$ cat config.mk
export PLATFORM = sky130hd
export DESIGN_NAME = vga_timing_gen
export DESIGN_NICKNAME = d
export VERILOG_FILES = /design/src/rtl/vga_timing_gen.sv
export SDC_FILE = /design/constraint.sdc
export NUM_CORES = 1
export LEC_CHECK = 0
export CAP_MARGIN = 20
export CORE_MARGIN = 2
export CORE_UTILIZATION = 55
export CTS_BUF_LIST = sky130_fd_sc_hd__clkbuf_8
export DETAILED_ROUTE_END_ITERATION = 10
export GPL_TIMING_DRIVEN = 1
export HOLD_SLACK_MARGIN = 0.08
export MAX_ROUTING_LAYER = met4
export PLACE_DENSITY = 0.85
export SLEW_MARGIN = 20
export SYNTH_ARGS = -nofsm -noshare
export SYNTH_HDL_FRONTEND = slang
export SYNTH_SLANG_ARGS = --single-unit
$ cat constraint.sdc
create_clock -name clk -period 3.32 [get_ports clk]
set_input_delay 0.83 -clock clk [delete_from_list [all_inputs] [get_ports clk]]
set_output_delay 0.83 -clock clk [all_outputs]
set_load 0.02 [all_outputs]
$ cat src/rtl/vga_timing_gen.sv
// Parametrised raster timing generator: x/y counters, sync pulses, data-enable, sof/eol strobes.
// Define VGA_TIMING_FRAME_CNT_EN to add the 16-bit frame_cnt output.
module vga_timing_gen #(
  parameter int H_ACTIVE = 800,
  parameter int H_FP     = 40,
  parameter int H_SYNC   = 128,
  parameter int H_BP     = 88,
  parameter int V_ACTIVE = 600,
  parameter int V_FP     = 1,
  parameter int V_SYNC   = 4,
  parameter int V_BP     = 23,
  parameter int H_POL    = 1,
  parameter int V_POL    = 1,
  parameter int CW       = 11
) (
  input  logic          clk,
  input  logic          rst,
  input  logic          pix_ce,
  output logic [CW-1:0] x,
  output logic [CW-1:0] y,
  output logic          hsync,
  output logic          vsync,
  output logic          de,
  output logic          sof,
  output logic          eol
`ifdef VGA_TIMING_FRAME_CNT_EN
  ,output logic [15:0]  frame_cnt
`endif
);

  localparam int H_TOTAL = H_ACTIVE + H_FP + H_SYNC + H_BP;
  localparam int V_TOTAL = V_ACTIVE + V_FP + V_SYNC + V_BP;

  localparam logic [CW-1:0] H_LAST = CW'(H_TOTAL - 1);
  localparam logic [CW-1:0] V_LAST = CW'(V_TOTAL - 1);
  // Window bounds carry one extra bit so an end bound equal to the total still fits.
  localparam logic [CW:0] H_ACT_E = (CW+1)'(H_ACTIVE);
  localparam logic [CW:0] HS_BEG  = (CW+1)'(H_ACTIVE + H_FP);
  localparam logic [CW:0] HS_END  = (CW+1)'(H_ACTIVE + H_FP + H_SYNC);
  localparam logic [CW:0] V_ACT_E = (CW+1)'(V_ACTIVE);
  localparam logic [CW:0] VS_BEG  = (CW+1)'(V_ACTIVE + V_FP);
  localparam logic [CW:0] VS_END  = (CW+1)'(V_ACTIVE + V_FP + V_SYNC);
  localparam logic H_ON = (H_POL != 0);
  localparam logic V_ON = (V_POL != 0);

  logic [CW-1:0] r_x, r_y;
  logic          r_hs, r_vs, r_de, r_sof, r_eol;
  logic [CW-1:0] w_nx, w_ny;
  logic [CW:0]   w_nxe, w_nye;
  logic          w_x_last, w_y_last;

  always_comb begin
    w_x_last = (r_x == H_LAST);
    w_y_last = (r_y == V_LAST);
    w_nx     = w_x_last ? '0 : r_x + 1'b1;
    w_ny     = r_y;
    if (w_x_last) w_ny = w_y_last ? '0 : r_y + 1'b1;
    w_nxe    = {1'b0, w_nx};
    w_nye    = {1'b0, w_ny};
  end

  // All flags are derived from the next coordinates so they stay aligned with x/y.
  always_ff @(posedge clk) begin
    if (rst) begin
      r_x   <= H_LAST;
      r_y   <= V_LAST;
      r_hs  <= ~H_ON;
      r_vs  <= ~V_ON;
      r_de  <= 1'b0;
      r_sof <= 1'b0;
      r_eol <= 1'b0;
    end else if (pix_ce) begin
      r_x   <= w_nx;
      r_y   <= w_ny;
      r_hs  <= (w_nxe >= HS_BEG && w_nxe < HS_END) ? H_ON : ~H_ON;
      r_vs  <= (w_nye >= VS_BEG && w_nye < VS_END) ? V_ON : ~V_ON;
      r_de  <= (w_nxe < H_ACT_E) && (w_nye < V_ACT_E);
      r_sof <= (w_nx == '0) && (w_ny == '0);
      r_eol <= (w_nx == H_LAST);
    end else begin
      r_sof <= 1'b0;
      r_eol <= 1'b0;
    end
  end

`ifdef VGA_TIMING_FRAME_CNT_EN
  logic [15:0] r_fcnt;
  always_ff @(posedge clk) begin
    if (rst)                                        r_fcnt <= '0;
    else if (pix_ce && w_nx == '0 && w_ny == '0)    r_fcnt <= r_fcnt + 16'd1;
  end
  assign frame_cnt = r_fcnt;
`endif

  assign x     = r_x;
  assign y     = r_y;
  assign hsync = r_hs;
  assign vsync = r_vs;
  assign de    = r_de;
  assign sof   = r_sof;
  assign eol   = r_eol;

endmodule

==> flow_metrics.tcl, run 1 <==
set metrics [dict create \
    firstDrtPassIters 4 \
    rows 21 \
    synth_edf_count 0 \
    hold_viol 0 \
    synth_xor_xnor_area_share 0.0842 \
    synth-simple-area-share 0.330 \
    hpwlAfterDp_mm 3.27 \
    fin_hold_ws_ns 0.454 \
    seq_area_frac_synth 0.289 \
    antenna_found_initial 0 \
    core-area_um2 3310 \
    syn_avg_cell_area_um2 7.40 \
    clk_pin_slew_ns 0.09 \
    synth_compound_area_frac 0.201 \
    grt_pass1_vias 1688 \
    die_area_um2 3890 \
    cp.arrival_ns 3.03 \
    relSlewSlack 0.660 \
    cts-htree-levels 1 \
    root_buffer "clkbuf_8" \
    area_growth_pct 16.2 \
    start_util 0.565 \
    rsz0062_at_grt "false" \
    cts_tree "done" \
    tightestPinTransition_ns 0.506 \
    track_usage 0.252 \
    status "finished clean" \
    synth_nets 259 \
    grt_pass1_wl_mm 7.87 \
    fin_tns_setup_ns 0 \
    fp.dieH_um 62.3 \
    vdd_drop_max_uv 318 \
    fmax_ghz 0.351 \
    layout.nets 271 \
    ys.warnings.count 0 \
    grt_overflow 0 \
    reg2reg_slack_ns 0.47 \
    cpMaxStageDelayCell "nor4_4" \
    worstPathRequired_ns 3.50 \
    start_kind "flop" \
    vias 1907 \
    drive_gt1_frac 0.0455 \
    synth_area_um2 1870 \
    grt_max_degree 20 \
    path_max_fanout 9 \
    ioPinCount 30 \
    path_cells "ha_1, nand4_1, nor4_4, xnor2_1, nor4b_2, mux2_1, o21ai_1, a22o_1" \
    synthArstFlopShare 0 \
    cts.sinks 27 \
    cpPeakStageDelay_ns 0.65 \
    die_width_um 62.3 \
    powerDensity_nw_per_um2 466 \
    synth_fa_ha_area_frac 0.0201 \
    setup_viol 0 \
    postCtsHoldBufs 0 \
    critical_path.endpoint_type "flop" \
    postCtsSetupRepairBufs 0 \
    clk_path_buf_depth 2 \
    ant_nets 0 \
    cts_buffers 3 \
    fin_crit_sh 0.858 \
    total_power_mw 1.01 \
    io_buffers 29 \
    synth_top_family_by_area "simple AND/OR/NAND/NOR gates" \
    period_needed_ns 2.85 \
    synth-seq-cells 27 \
    synthCells 253 \
    totalWireLength_mm 4.65 \
    synth_cell_types 52 \
    synthMuxAreaShare 0.00602 \
    path_class "reg -> reg" \
    clk_latency_ns 0.28 \
    n_antenna_cell 0 \
    wire_per_inst_um 15.0 \
    dr.first_iter.drc_count 101 \
    ys.flop_type "dfxtp_1" \
    drv_cap 0 \
    cts-resized-gates 0 \
    maxSlewViolCount 0 \
    clock_skew_ns 0.00474 \
    hp-class "reg -> reg" \
    p_leak_nw 0.803 \
    drc 0 \
    place.gp.congestion 0.910 \
    via_per_inst 6.15 \
]
==> per-stage QoR <==
| stage | std cells | util | setup WS, ns | instance area [µm²] |
|---|---|---|---|---|
| 3_3_place_gp | 306 | 0.643 | 0.706 | 2130 |
| 6_report | 310 | 0.657 | 0.472 | 2180 |
| 5_1_grt | 310 | 0.657 | 0.284 | 2180 |
| 2_1_floorplan | 253 | - | 0.767 | 1870 |
| 4_1_cts | 310 | 0.657 | 0.546 | 2180 |
| 3_5_place_dp | 306 | 0.643 | 0.566 | 2130 |
==> layout by cell type (no fill, tap or decap), types with 2 or more instances in the layout <==
| master | count |
|---|---|
| a21oi_1 | 11 |
| a31oi_1 | 4 |
| a32oi_1 | 2 |
| and3_1 | 6 |
| buf_4 | 3 |
| clkbuf_8 | 3 |
| clkdlybuf4s50_1 | 29 |
| dfxtp_1 | 27 |
| ha_1 | 3 |
| inv_1 | 5 |
| nand2_1 | 26 |
| nand2b_1 | 4 |
| nand3_1 | 17 |
| nand4_1 | 9 |
| nor2_1 | 28 |
| nor3_1 | 5 |
| nor4_1 | 4 |
| o2111a_1 | 2 |
| o211ai_1 | 3 |
| o21a_1 | 2 |
| o21ai_0 | 15 |
| o21ai_1 | 5 |
| o311ai_0 | 2 |
| o31ai_1 | 2 |
| or3_1 | 3 |
| xnor2_1 | 8 |
| xor2_1 | 10 |
==> state kept, by name, indices dropped and copies added (netlist names) <==
| name | cells |
|---|---|
| eol | 1 |
| hsync | 1 |
| sof | 1 |
| x | 11 |
| de | 1 |
| y | 11 |
| vsync | 1 |
==> per-layer routing <==
| metal | vias to the layer above | share of wire | wire, µm | global-route usage |
|---|---|---|---|---|
| li1 | 936 | - | - | - |
| met1 | 881 | 0.48 | 2230 | 0.355 |
| met2 | 83 | 0.44 | 2030 | 0.378 |
| met3 | 7 | 0.070 | 324 | 0.0435 |
| met4 | 0 | 0.013 | 59 | 0.0639 |
| met5 | - | 0 | 0 | - |
==> cells in the mapped netlist, types with 6 or more instances <==
master	instances	share of area
nand2_1	26	0.052
clkbuf_1	22	0.044
nand4_1	9	0.030
xnor2_1	8	0.037
and3_1	6	0.020
dfxtp_1	27	0.29
o21ai_0	15	0.040
nor2_1	28	0.056
xor2_1	10	0.047
a21oi_1	11	0.029
nand3_1	17	0.045
==> kinds of logic after synthesis <==
logic type	after synthesis
adder cells (fa/ha/maj)	3
flip-flops	27
buffers and inverters	30
XOR/XNOR	18
multiplexers	1
AND/OR/NAND/NOR	116
AO/OA/AOI/OAI	58
==> worst max-delay path, delay by kind of cell, from the launching register on <==
family / cells / cell delay (ns)
adder cells (fa/ha/maj): 1 / 0.30
multiplexers: 1 / 0.18
flip-flops: 1 / 0.47
AND/OR/NAND/NOR: 3 / 1.40
AO/OA/AOI/OAI: 2 / 0.26
XOR/XNOR: 1 / 0.14
==> worst paths after layout <==
check / start / end / cells past startpoint
setup reg to reg: x[0]$_SDFFE_PP1P_ / de$_SDFFE_PP0P_ / 8
setup / recovery: x[0]$_SDFFE_PP1P_ / de$_SDFFE_PP0P_ / 8
hold reg to reg: vsync$_SDFFE_PP0P_ / vsync$_SDFFE_PP0P_ / 2
hold / removal: vsync$_SDFFE_PP0P_ / vsync$_SDFFE_PP0P_ / 2
==> area by class of cell <==
type / count / area, µm²
clock buffers: 3 / 41.3
inverters: 5 / 18.8
well taps: 46 / 57.6
multi-input cells: 196 / 1200
flip-flops and latches: 27 / 541
repair buffers: 32 / 313
fillers: 312 / 1130
clock inverters: 1 / 5.00
==> report_power, final <==
part / leakage, nW / switching, mW / internal, mW
Combinational: 0.558 / 0.251 / 0.172
Sequential: 0.220 / 0.0555 / 0.349
Clock: 0.0255 / 0.102 / 0.0843
Total: 0.803 / 0.408 / 0.605
(Power assumes the default switching activity.)
==> run 2: changes to the inputs <==
==> constraint.sdc (replaced) <==
create_clock -name clk -period 2.7 [get_ports clk]
set_input_delay 0.675 -clock clk [delete_from_list [all_inputs] [get_ports clk]]
set_output_delay 0.675 -clock clk [all_outputs]
set_load 0.02 [all_outputs]
==> run 2 against run 1 <==
The flow now finishes with violations (design-rule violations). First-iteration DRC count up 120%. Via count up 4.9%. Hold slack gained 0.00064 ns. Sequential power grew 16%. Global-route usage increased by 1.4 points. Register-to-register slack got worse by 0.31 ns. Design area increased by 4.5%. Highest routed layer unchanged. Maximum frequency rose by 12%. Combinational power up 36%. Core utilization up 2.9 points. Worst setup slack got worse by 0.31 ns. Power up 26%. Largest cell class unchanged.
==> flow_metrics.tcl, run 2 (synthesized netlist as in run 1, its figures left out) <==
set metrics [dict create \
    cp.arrival_ns 2.74 \
    rows 21 \
    place_inst 319 \
    io_buffers 29 \
    path_max_fanout 9 \
    start_util 0.565 \
    final_common_cell "clkdlybuf4s50_1" \
    dr.first_iter.drc_count 221 \
    relSlewSlack 0.704 \
    drive_gt1_frac 0.0903 \
    hold_viol 0 \
    fin_crit_sh 0.942 \
    die_area_um2 3890 \
    n_fill_cell 288 \
    ant_nets 0 \
    drv_cap 0 \
    grt_pass1_wl_mm 8.31 \
    critical_path.endpoint_type "flop" \
    fp.dieH_um 62.3 \
    totalWireLength_mm 4.80 \
    hp-class "reg -> reg" \
    postCtsHoldBufs 0 \
    ioPinCount 30 \
    root_buffer "clkbuf_8" \
    layout_common_cells "29 x clkdlybuf4s50_1, 28 x nor2_1, 27 x dfxtp_1" \
    cts_buffers 3 \
    final_cells 323 \
    clk_latency_ns 0.27 \
    powerDensity_nw_per_um2 562 \
    core-area_um2 3310 \
    clk_pin_slew_ns 0.10 \
    track_usage 0.266 \
    firstDrtPassIters 8 \
    period_needed_ns 2.54 \
    fin_util 0.687 \
    clock_skew_ns 0.00704 \
    status "finished, violations left" \
    cts_tree "done" \
    layout.nets 284 \
    grt_overflow 0 \
    area_growth_pct 21.5 \
    start_kind "flop" \
    die_width_um 62.3 \
    postCtsSetupRepairBufs 0 \
    grt_busiest_layer "met2" \
    maxSlewViolCount 0 \
    cts.sinks 27 \
    antenna_found_initial 0 \
    tightestPinTransition_ns 0.440 \
    grt_max_degree 20 \
    cpPeakStageDelay_ns 0.58 \
    fin_tns_setup_ns 0 \
    grt_pass1_vias 1711 \
    cts-htree-levels 1 \
    cts-resized-gates 0 \
    rsz0062_at_grt "false" \
    met2_usage 0.402 \
    worstPathRequired_ns 2.90 \
    fmax_ghz 0.393 \
    via_per_inst 6.19 \
    crit_buf_inv 0 \
    vias 2000 \
    drc 2 \
    vdd_drop_max_uv 291 \
    path_cells "ha_1, nand4_1, or3_1, nor2_1, nand3_1, a21oi_1, o2111ai_1, nor3_1" \
    violations "design-rule violations" \
    crit_family "simple AND/OR/NAND/NOR gates" \
    path_class "reg -> reg" \
    place.gp.congestion 0.973 \
    cpMaxStageDelayCell "or3_1" \
    grt.met3_usage 0.0326 \
    setup_viol 0 \
    hpwlAfterDp_mm 3.43 \
    wire_per_inst_um 14.9 \
    clk_path_buf_depth 2 \
    p_leak_nw 0.868 \
    n_antenna_cell 0 \
    use_met1 0.384 \
]
==> run 2: changes by cell type in the layout (fill, tap and decap cells not counted) <==
| cell | delta |
|---|---|
| buf_4 | +13 |
==> run 2: final cells by class <==
class / instances / area (µm²) / share of cell area
Clock inverter: 1 / 5.00 / 0.00220
Multi-Input combinational cell: 196 / 1200 / 0.528
Timing Repair Buffer: 45 / 410 / 0.181
Inverter: 5 / 18.8 / 0.00826
Clock buffer: 3 / 41.3 / 0.0182
Tap cell: 46 / 57.6 / 0.0253
Sequential cell: 27 / 541 / 0.238
==> run 2: worst register-to-register path: stages (launching register included) <==
cell	delay, ns
dfxtp_1	0.45
ha_1	0.21
nand4_1	0.36
or3_1	0.58
nor2_1	0.23
nand3_1	0.10
a21oi_1	0.23
o2111ai_1	0.13
nor3_1	0.19
==> run 2: worst paths after layout <==
path                       from                 end  slack [ns]  depth (start not counted)
min reg2reg  vsync$_SDFFE_PP0P_  vsync$_SDFFE_PP0P_        0.45                          2
max reg2reg   x[1]$_SDFFE_PP1P_      sof$_SDFF_PP0_        0.16                          8
min          vsync$_SDFFE_PP0P_  vsync$_SDFFE_PP0P_        0.45                          2
max           x[1]$_SDFFE_PP1P_      sof$_SDFF_PP0_        0.16                          8
==> run 2: power breakdown <==
group	switching [mW]	internal (mW)
Clock	0.127	0.103
Combinational	0.343	0.234
Sequential	0.0408	0.429
Total	0.511	0.767
==> run 2: per-stage QoR <==
stage	area (µm²)	hold slack (ns)	power [mW]	setup slack, ns
after floorplan	1870	0.521	0.881	0.147
after global placement	2230	0.438	1.04	0.241
after detailed placement	2230	0.443	1.04	0.243
after CTS	2270	0.457	1.28	0.181
after global routing	2270	0.502	1.37	0.00681
final	2270	0.454	1.28	0.158
==> run 2: layer usage <==
layer  routed length (µm)  part of all wire
met3                  472             0.098
met1                 2110              0.44
met4                   80             0.017
met5                    0                 0
met2                 2140              0.45
==> run 3: changes to the inputs <==
--- a/config.mk
+++ b/config.mk
@@ -14,6 +14,7 @@
 export HOLD_SLACK_MARGIN = 0.08
 export MAX_ROUTING_LAYER = met4
 export PLACE_DENSITY = 0.85
+export SKIP_CTS_REPAIR_TIMING = 1
 export SLEW_MARGIN = 20
 export SYNTH_ARGS = -nofsm -noshare
 export SYNTH_HDL_FRONTEND = slang
==> results of run 3 <==
Final layout, timing and power as in run 2 (identical DEF).
